### config.mk
export PLATFORM = sky130hd
export DESIGN_NAME = muldiv_unit
export DESIGN_NICKNAME = d
export VERILOG_FILES = /design/src/rtl/mips_defs.sv /design/src/rtl/muldiv_iter.sv /design/src/rtl/muldiv_unit.sv
export SDC_FILE = /design/constraint.sdc
export NUM_CORES = 1
export LEC_CHECK = 0
export CAP_MARGIN = 20
export CORE_ASPECT_RATIO = 1.4
export CORE_UTILIZATION = 48
export DETAILED_ROUTE_END_ITERATION = 7
export GPL_TIMING_DRIVEN = 0
export HOLD_SLACK_MARGIN = 0.05
export PLACE_DENSITY = 0.83
export SETUP_SLACK_MARGIN = 0.2
export SLEW_MARGIN = 15
export SYNTH_ARGS = -nofsm -noshare
export SYNTH_HDL_FRONTEND = slang
export SYNTH_SLANG_ARGS = --single-unit
### constraint.sdc
create_clock -name clk -period 5.3 [get_ports clk]
set_input_delay 1.06 -clock clk [delete_from_list [all_inputs] [get_ports clk]]
set_output_delay 1.06 -clock clk [all_outputs]
set_load 0.02 [all_outputs]
### src/rtl/mips_defs.sv
// Shared MIPS decode definitions: R-type function codes and the
// multiply/divide unit's FSM state encoding.
package mips_defs;

  // Existing ALU R-type function codes
  localparam logic [5:0] F_ADD   = 6'd32;
  localparam logic [5:0] F_ADDU  = 6'd33;
  localparam logic [5:0] F_SUB   = 6'd34;
  localparam logic [5:0] F_SUBU  = 6'd35;
  localparam logic [5:0] F_AND   = 6'd36;
  localparam logic [5:0] F_OR    = 6'd37;
  localparam logic [5:0] F_XOR   = 6'd38;
  localparam logic [5:0] F_NOR   = 6'd39;
  localparam logic [5:0] F_SLT   = 6'd42;
  localparam logic [5:0] F_SLTU  = 6'd43;

  // HI/LO-class function codes
  localparam logic [5:0] F_MFHI  = 6'd16;
  localparam logic [5:0] F_MTHI  = 6'd17;
  localparam logic [5:0] F_MFLO  = 6'd18;
  localparam logic [5:0] F_MTLO  = 6'd19;
  localparam logic [5:0] F_MULT  = 6'd24;
  localparam logic [5:0] F_MULTU = 6'd25;
  localparam logic [5:0] F_DIV   = 6'd26;
  localparam logic [5:0] F_DIVU  = 6'd27;

  typedef enum logic [1:0] {
    MD_IDLE  = 2'd0,
    MD_CALC  = 2'd1,
    MD_FIXUP = 2'd2
  } md_state_e;

  // mult/multu/div/divu occupy 24..27: bit1 selects divide, bit0 selects unsigned
  function automatic logic is_muldiv(input logic [5:0] f);
    return (f[5:2] == 4'b0110);
  endfunction

endpackage

### src/rtl/muldiv_iter.sv
// One radix-2 iteration of the multiply/divide datapath.
// Multiply: conditional add of the multiplicand, then shift {upper,lower} right.
// Divide: shift {upper,lower} left, trial-subtract the divisor, restore on borrow.
module muldiv_iter #(
  parameter int WIDTH = 32
) (
  input  logic             op_div,
  input  logic [WIDTH:0]   upper,
  input  logic [WIDTH-1:0] lower,
  input  logic [WIDTH-1:0] operand,
  output logic [WIDTH:0]   next_upper,
  output logic [WIDTH-1:0] next_lower
);

  logic [WIDTH:0]   sum;
  logic [WIDTH:0]   shifted;
  logic [WIDTH+1:0] trial;

  // Single step: add-shift or trial-subtract-shift
  always_comb begin
    next_upper = upper;
    next_lower = lower;
    sum        = lower[0] ? (upper + {1'b0, operand}) : upper;
    shifted    = {upper[WIDTH-1:0], lower[WIDTH-1]};
    trial      = {1'b0, shifted} - {2'b00, operand};
    if (op_div) begin
      if (!trial[WIDTH+1]) begin
        next_upper = trial[WIDTH:0];
        next_lower = {lower[WIDTH-2:0], 1'b1};
      end else begin
        next_upper = shifted;
        next_lower = {lower[WIDTH-2:0], 1'b0};
      end
    end else begin
      next_upper = {1'b0, sum[WIDTH:1]};
      next_lower = {sum[0], lower[WIDTH-1:1]};
    end
  end

endmodule

### src/rtl/muldiv_unit.sv
// Iterative multiply/divide unit with architectural HI/LO registers.
// Handshake: start presents an instruction each cycle it is high; when stall
// is high the unit has not taken it and the pipeline must re-present it.
// mf/mt moves complete in the issue cycle; mult/div report completion on done.
module muldiv_unit
  import mips_defs::*;
#(
  parameter int WIDTH     = 32,
  parameter bit SIGNED_EN = 1'b1
) (
  input  logic             clk,
  input  logic             rst,
  input  logic             start,
  input  logic [5:0]       funct,
  input  logic [WIDTH-1:0] src_a,
  input  logic [WIDTH-1:0] src_b,
  output logic [WIDTH-1:0] result,
  output logic             stall,
  output logic             busy,
  output logic             done,
  output logic             illegal,
  output logic [WIDTH-1:0] hi,
  output logic [WIDTH-1:0] lo
);

  localparam int CNT_W = $clog2(WIDTH);

  md_state_e        state_q, state_d;
  logic [CNT_W-1:0] count_q;
  logic [WIDTH:0]   acc_hi_q;
  logic [WIDTH-1:0] acc_lo_q;
  logic [WIDTH-1:0] operand_q;
  logic             op_div_q, neg_lo_q, neg_hi_q;
  logic [WIDTH-1:0] hi_q, lo_q;
  logic             done_q, illegal_q;

  // FSM control strobes
  logic load, step, fixup, dz_write, wr_hi, wr_lo, illegal_d;

  // Issue decode
  logic             md_ok, div_zero, op_signed, a_neg, b_neg;
  logic [WIDTH-1:0] mag_a, mag_b;

  assign op_signed = ~funct[0];
  assign md_ok     = is_muldiv(funct) & (SIGNED_EN | funct[0]);
  assign div_zero  = funct[1] & (src_b == '0);
  assign a_neg     = op_signed & src_a[WIDTH-1];
  assign b_neg     = op_signed & src_b[WIDTH-1];
  assign mag_a     = a_neg ? -src_a : src_a;
  assign mag_b     = b_neg ? -src_b : src_b;

  // Iteration datapath
  logic [WIDTH:0]   step_hi;
  logic [WIDTH-1:0] step_lo;

  muldiv_iter #(.WIDTH(WIDTH)) u_iter (
    .op_div     (op_div_q),
    .upper      (acc_hi_q),
    .lower      (acc_lo_q),
    .operand    (operand_q),
    .next_upper (step_hi),
    .next_lower (step_lo)
  );

  // Sign correction on the unsigned magnitude result
  logic [2*WIDTH-1:0] prod, prod_fix;
  logic [WIDTH-1:0]   quo_fix, rem_fix, fix_hi, fix_lo;

  assign prod     = {acc_hi_q[WIDTH-1:0], acc_lo_q};
  assign prod_fix = neg_lo_q ? -prod : prod;
  assign quo_fix  = neg_lo_q ? -acc_lo_q : acc_lo_q;
  assign rem_fix  = neg_hi_q ? -acc_hi_q[WIDTH-1:0] : acc_hi_q[WIDTH-1:0];
  assign fix_hi   = op_div_q ? rem_fix : prod_fix[2*WIDTH-1:WIDTH];
  assign fix_lo   = op_div_q ? quo_fix : prod_fix[WIDTH-1:0];

  // State register
  always_ff @(posedge clk or posedge rst) begin
    if (rst) state_q <= MD_IDLE;
    else     state_q <= state_d;
  end

  // Next-state and control strobes
  always_comb begin
    state_d   = state_q;
    load      = 1'b0;
    step      = 1'b0;
    fixup     = 1'b0;
    dz_write  = 1'b0;
    wr_hi     = 1'b0;
    wr_lo     = 1'b0;
    illegal_d = 1'b0;
    case (state_q)
      MD_IDLE: begin
        if (start) begin
          if (md_ok) begin
            if (div_zero) begin
              dz_write = 1'b1;
            end else begin
              load    = 1'b1;
              state_d = MD_CALC;
            end
          end else if (funct == F_MTHI) begin
            wr_hi = 1'b1;
          end else if (funct == F_MTLO) begin
            wr_lo = 1'b1;
          end else if (funct != F_MFHI && funct != F_MFLO) begin
            illegal_d = 1'b1;
          end
        end
      end
      MD_CALC: begin
        step = 1'b1;
        if (count_q == CNT_W'(WIDTH - 1)) state_d = MD_FIXUP;
      end
      MD_FIXUP: begin
        fixup   = 1'b1;
        state_d = MD_IDLE;
      end
      default: state_d = MD_IDLE;
    endcase
  end

  // Operand latch, iteration accumulator and counter
  always_ff @(posedge clk or posedge rst) begin
    if (rst) begin
      count_q   <= '0;
      acc_hi_q  <= '0;
      acc_lo_q  <= '0;
      operand_q <= '0;
      op_div_q  <= 1'b0;
      neg_lo_q  <= 1'b0;
      neg_hi_q  <= 1'b0;
    end else if (load) begin
      count_q   <= '0;
      acc_hi_q  <= '0;
      acc_lo_q  <= funct[1] ? mag_a : mag_b;
      operand_q <= funct[1] ? mag_b : mag_a;
      op_div_q  <= funct[1];
      neg_lo_q  <= a_neg ^ b_neg;
      neg_hi_q  <= a_neg;
    end else if (step) begin
      count_q   <= count_q + CNT_W'(1);
      acc_hi_q  <= step_hi;
      acc_lo_q  <= step_lo;
    end
  end

  // Architectural HI/LO and completion pulses
  always_ff @(posedge clk or posedge rst) begin
    if (rst) begin
      hi_q      <= '0;
      lo_q      <= '0;
      done_q    <= 1'b0;
      illegal_q <= 1'b0;
    end else begin
      done_q    <= fixup | dz_write;
      illegal_q <= illegal_d;
      if (fixup) begin
        hi_q <= fix_hi;
        lo_q <= fix_lo;
      end else if (dz_write) begin
        hi_q <= src_a;
        lo_q <= '1;
      end else begin
        if (wr_hi) hi_q <= src_a;
        if (wr_lo) lo_q <= src_a;
      end
    end
  end

  assign busy    = (state_q != MD_IDLE);
  assign stall   = start & busy;
  assign done    = done_q;
  assign illegal = illegal_q;
  assign hi      = hi_q;
  assign lo      = lo_q;
  assign result  = (funct == F_MFHI) ? hi_q : lo_q;

endmodule
==> results of run 1 <==
[what timing repair did]
item	CTS	global route
pin swaps	0	1
endpoints found under the setup margin	13	119
hold buffers	0	0
gates resized for setup	2	16
[power by group]
part           total (mW)  switching, mW  internal (mW)
Combinational        7.56           4.49           3.07
Sequential           2.60          0.775           1.83
Clock                1.30          0.624          0.674
[cell type report]
cell class	count	share of cell area, %
inverters	63	1.34
well taps	390	2.72
clock buffers	20	2.55
plain buffers	133	2.99
multi-input cells	1532	55.5
clock inverters	12	0.635
flip-flops and latches	173	24.1
repair buffers	176	10.1
[through the flow]
stage,instances,setup slack [ns]
after floorplan,1901,1.16
after global placement,2461,-0.348
after detailed placement,2467,-0.408
after CTS,2499,0.229
after global routing,2499,0.209
final,2499,0.243
[cell families after synthesis]
logic type	Yosys count	share of synthesized area [%]
compound gates	664	27.3
flops	173	28.8
xor+xnor	171	9.97
buf+inv	196	5.04
simple gates	537	16.6
mux	88	6.17
fa+ha+maj	72	6.10
[state kept, by name (all words and copies together), names as in the netlist]
register and cells:
acc_hi_q 33, acc_lo_q 32, count_q 5, done 1
hi 32, illegal 1, lo 32, neg_hi_q 1
neg_lo_q 1, op_div_q 1, operand_q 32, state_q 2
[path summary, 6_finish.rpt]
path / from / endpoint
max: acc_lo_q[31]$_DFFE_PP0P_ / acc_hi_q[30]$_DFFE_PP0P_
min: neg_hi_q$_DFFE_PP0P_ / neg_hi_q$_DFFE_PP0P_
max reg2reg: acc_lo_q[31]$_DFFE_PP0P_ / acc_hi_q[30]$_DFFE_PP0P_
min reg2reg: neg_hi_q$_DFFE_PP0P_ / neg_hi_q$_DFFE_PP0P_
max in group asynchronous: rst / operand_q[31]$_DFFE_PP0P_
min in group asynchronous: rst / done$_DFF_PP0_
[worst reg2reg max path, stage by stage (launching register included)]
cell       delay (ns)
dfrtp_1          0.55
inv_1            0.28
ha_1             0.34
nand2b_1         0.18
a21oi_1          0.25
o2111ai_1        0.23
a21oi_1          0.37
o211ai_1         0.33
a21oi_1          0.37
a41o_1           0.22
clkbuf_1         0.52
clkbuf_1         0.69
nand4_1          0.29
o311ai_0         0.21
a21oi_1          0.11
[metal layers]
metal | vias up | track usage, % | part of all wire (%)
met2 | 893 | 65.2 | 48
met1 | 7663 | 44.3 | 37
met3 | 258 | 6.83 | 7.4
met4 | 0 | 31.5 | 8.5
li1 | 7299 | - | -
met5 | - | 0 | 0
[synthesized netlist by cell type, drive strengths merged (17+ instances only)]
cell      n  area [um^2]
o21ai   207         1040
nand2   196          736
a21oi   176          881
dfrtp   173         4330
nor2    149          559
clkbuf  109          409
xnor2   108          946
ha       70          876
inv      63          236
xor2     63          552
mux2i    52          521
mux2     36          405
nor3     35          175
a22oi    34          255
o22ai    29          181
o211ai   26          195
buf      24          111
nand3    24          120
o31ai    24          180
a21o     23          173
nand2b   21          131
or3      19          119
a31oi    18          113
a211oi   17          128
==> out/results.ini, run 1 <==
[setup_path]
cp.required_ns = 5.66
path_buf_inv = 3
path_depth = 14
reg2reg_depth = 14
path_class = register to register
slowest_delay_ns = 0.69
path_cells = inv_1 -> ha_1 -> nand2b_1 -> a21oi_1 -> o2111ai_1 -> a21oi_1 -> o211ai_1 -> a21oi_1 -> a41o_1 -> clkbuf_1 -> clkbuf_1 -> nand4_1 -> o311ai_0 -> a21oi_1
cp.arrival_ns = 5.42
r2r_slack_ns = 0.24
cp_common_cell = a21oi_1
critPathTopFamily = compound AO/OA/AOI/OAI gates
critPathLaunchType = register
slowest_stage = clkbuf_1
end_kind = register
critPathMaxFanout = 10

[clock_tree]
numCtsBuffers = 17
clock_sinks = 173
clk_pin_slew_ns = 0.08
clock_path_buffers = 2
root_buffer = clkbuf_16
clk-insertion-delay-late_ns = 0.49
cts_setup_buffers = 0
htreeDepth = 4
cts_tree = done

[cells_and_area]
syn2layout_area_growth_pct = 19.4
regArea_um2 = 4330
final_area_um2 = 17900
layout_commonest_cell = o21ai_0
post-route-util_pct = 58.2
diodes = 0
fill_cells = 2815
nets = 2241
final_cell_mix = o21ai_0 (205), nand2_1 (195), a21oi_1 (176)
drive_gt1_share_pct = 5.17
multi_input_area_um2 = 9960

[timing]
fin_tns_setup_ns = 0
fmax_mhz = 198
finalSetupViolations = 0
final_max_slew_viol_count = 0
fin_crit_sh_pct = 95.4
timing.hold.ws_ns = 0.525
slew_headroom_pct = 23.4
fin_skew_ns = 0.0105
rsz0062_at_grt = false
tightest_slew_ns = 1.15
hold_viol_final = 0
period_minus_slack_ns = 5.06

[pwr]
power_mw = 11.5
vdd_drop_max_uv = 251
p_leak_nw = 7.29
powerDensity_nw_per_um2 = 639

[drt]
drt-initial-drc-count = 1495
drc = 0
routed_wirelength_um = 62500
ant_nets = 0
drt_pass1_iterations = 5
vias = 16113
routed_via_density = 6.45
wire_per_inst_um = 25.0

[logic_synthesis]
syn_area_per_cell_um2 = 7.90
syn_area_um2 = 15000
yosysWarnings = 0
synthArstFlopShare_pct = 100
syn_nets = 2046
synth-seq-cells = 173
synth_edf_count = 0
synth_ff_type = dfrtp_1
syn_inst = 1901
netlist-cell-type-count = 68
ys_seq_area_share_pct = 28.8

[floorplanning]
die_x_um = 151
die_y_um = 211
start_util_pct = 48.7
rows = 76
core_region_area_um2 = 30800
dieArea_um2 = 32000
ios = 173

[global_route]
grt_pass1_wl_um = 92500
track_usage_pct = 39.5
grt_max_degree = 37
grt_pass1_vias = 15939
globalRouteOverflowTotal = 0
antenna_found_initial = 0

[place]
dpl.hpwl_um = 49300
io_buffer_count = 170
gp_congestion = 1.02
post_dp_cell_area_um2 = 17300

[min_path]
whs_path_depth = 2
hold_class = register to register

[status]
status = complete, no violations

[job]
maxCapViolCount = 0

No activity file was read; power rests on OpenSTA's default activity.
==> run 2, diff against run 1 <==
--- a/config.mk
+++ b/config.mk
@@ -7,6 +7,7 @@
 export LEC_CHECK = 0
 export CAP_MARGIN = 20
 export CORE_ASPECT_RATIO = 1.4
+export CORE_MARGIN = 2
 export CORE_UTILIZATION = 48
 export DETAILED_ROUTE_END_ITERATION = 7
 export GPL_TIMING_DRIVEN = 0
==> out/results.ini, run 2 (synthesis gave the netlist of run 1 again) <==
[cells_and_area]
largest_register_ffs = 33  ; unchanged
nets = 2242  ; +0.045%
post-route-util_pct = 58.4  ; +0.16 points
final_cell_mix = o21ai_0 (204), nand2_1 (196), a21oi_1 (176)
drive_gt1_share_pct = 5.26  ; +0.092 points
layout_commonest_cell = o21ai_0
regMostFlops = acc_hi_q
diodes = 0  ; unchanged
syn2layout_area_growth_pct = 19.7
final_area_um2 = 18000  ; +0.27%

[timing]
tightest_slew_ns = 1.12  ; -0.0335 ns
fin_crit_sh_pct = 95.3  ; about the same
finalSetupViolations = 0  ; unchanged
hold_viol_final = 0  ; unchanged
fin_tns_setup_ns = 0  ; unchanged
fmax_mhz = 198  ; about the same
fin_skew_ns = 0.0133  ; +0.00275 ns
slew_headroom_pct = 24.9  ; +1.5 points
final_max_slew_viol_count = 0  ; unchanged
timing.hold.ws_ns = 0.516  ; -0.00915 ns
fin_ws_ns = 0.247  ; +0.00388 ns
rsz0062_at_grt = true
period_minus_slack_ns = 5.05  ; -0.00388 ns

[min_path]
whs_path_depth = 2  ; unchanged
hold_class = register to register

[global_route]
grt_pass1_vias = 15742  ; -1.2%
globalRouteOverflowTotal = 0  ; unchanged
antenna_found_initial = 1  ; +1
grt_pass1_wl_um = 92700  ; +0.18%
track_usage_pct = 37.4  ; -2.1 points
grt_max_degree = 36  ; -2.7%

[place]
gp_congestion = 1.02  ; +0.18%
io_buffer_count = 170  ; unchanged
post_dp_cell_area_um2 = 17300  ; +0.12%
dpl.hpwl_um = 49800  ; +1.0%
pre_cts_ws_ns = -0.429  ; -0.0212 ns

[job]
maxCapViolCount = 0  ; unchanged

[clock_tree]
numCtsBuffers = 17  ; unchanged
root_buffer = clkbuf_16
clock_path_buffers = 2  ; unchanged
clk_pin_slew_ns = 0.08  ; about the same
clock_sinks = 173  ; unchanged
hold_buffers = 0  ; unchanged
cts_tree = done
clk-insertion-delay-late_ns = 0.47  ; -0.02 ns
cts_setup_buffers = 0  ; unchanged
htreeDepth = 4  ; unchanged

[setup_path]
cp.required_ns = 5.61  ; -0.05 ns
slowest_stage = or4_4
path_buf_inv = 3  ; unchanged
path_class = input pin to register
critPathTopFamily = simple AND/OR/NAND/NOR gates
critPathMaxFanout = 10  ; unchanged
path_depth = 13  ; -1
cp.arrival_ns = 5.37  ; -0.05 ns
end_kind = register
path_cells = clkdlybuf4s50_1 -> or4_4 -> nor4_4 -> or3b_2 -> or3b_1 -> and4bb_1 -> and3_1 -> or2_1 -> buf_2 -> nor2_1 -> clkbuf_2 -> a22oi_1 -> o21ai_0
critPathLaunchType = input pin
slowest_delay_ns = 0.63  ; -0.06 ns
reg2reg_depth = 14  ; unchanged

[floorplanning]
die_x_um = 153  ; +1.3%
die_y_um = 213  ; +0.95%
rows = 76  ; unchanged
ios = 173  ; unchanged
core_region_area_um2 = 30800  ; unchanged
start_util_pct = 48.7  ; unchanged
dieArea_um2 = 32700  ; +2.3%

[status]
status = complete, no violations

[drt]
ant_nets = 0  ; unchanged
drt-initial-drc-count = 1441  ; -3.6%
drt_pass1_iterations = 6  ; +1
vias = 16072  ; -0.25%
routed_via_density = 6.43  ; -0.29%
routed_wirelength_um = 62100  ; -0.58%
wire_per_inst_um = 24.8  ; -0.62%
drc = 0  ; unchanged

[pwr]
vdd_drop_max_uv = 316  ; +26%
p_leak_nw = 7.33  ; +0.53%
powerDensity_nw_per_um2 = 641  ; +0.41%

run 2: cell count changes in the layout (fill, tap and decap cells not counted), sizes merged:
cell      before  now
buf           26   28
clkinvlp       5    2
inv           64   69
clkbuf       133  129
clkinv         5    6
run 2: what timing repair did:
action / in CTS / in global routing
endpoints found under the setup margin: 22 / 112
endpoints found under the hold margin: 0 / 0
gates resized for setup: 4 / 14
run 2: worst paths after layout:
| path | startpoint | end | slack (ns) |
|---|---|---|---|
| setup reg to reg | acc_lo_q[0]$_DFFE_PP0P_ | hi[10]$_DFFE_PP0P_ | 0.36 |
| min in group asynchronous | rst | done$_DFF_PP0_ | 0.88 |
| hold reg to reg | acc_hi_q[32]$_DFFE_PP0P_ | acc_hi_q[32]$_DFFE_PP0P_ | 0.52 |
| setup / recovery | src_b[14] | hi[20]$_DFFE_PP0P_ | 0.25 |
| hold / removal | acc_hi_q[32]$_DFFE_PP0P_ | acc_hi_q[32]$_DFFE_PP0P_ | 0.52 |
| max in group asynchronous | rst | acc_hi_q[26]$_DFFE_PP0P_ | 3.49 |
run 2: worst register-to-register path, delay by kind of cell (launching register included):
family	cells	cell delay, ns
simple gates	5	1.81
buf+inv	4	1.13
compound gates	3	0.77
flops	1	0.52
xor+xnor	1	0.33
fa+ha+maj	1	0.25
run 2: metal layers:
metal	global-route usage [%]	part of all wire, %
met4	26.3	7.7
met5	0	0
met1	42.5	37
met2	64.2	48
met3	5.95	7.0
run 2: final cells by class:
cell class,count,area (um^2)
Clock buffer,17,425
Multi-Input combinational cell,1532,9950
Sequential cell,173,4330
Fill cell,2781,12800
Tap cell,390,488
Clock inverter,15,174
Inverter,63,240
Buffer,133,534
Timing Repair Buffer,177,1840
run 2: power by group:
group          switching (mW)  leakage, nW  total, mW  internal, mW
Sequential              0.694         2.05       2.52          1.83
Clock                   0.642        0.290       1.31         0.673
Combinational            4.62         4.99       7.70          3.07
Total                    5.96         7.33       11.5          5.57
run 2: per-stage QoR:
stage	power, mW	cells
2_1_floorplan	7.54	1901
3_3_place_gp	9.82	2461
3_5_place_dp	9.99	2467
4_1_cts	11.3	2499
5_1_grt	12.3	2500
6_report	11.5	2500
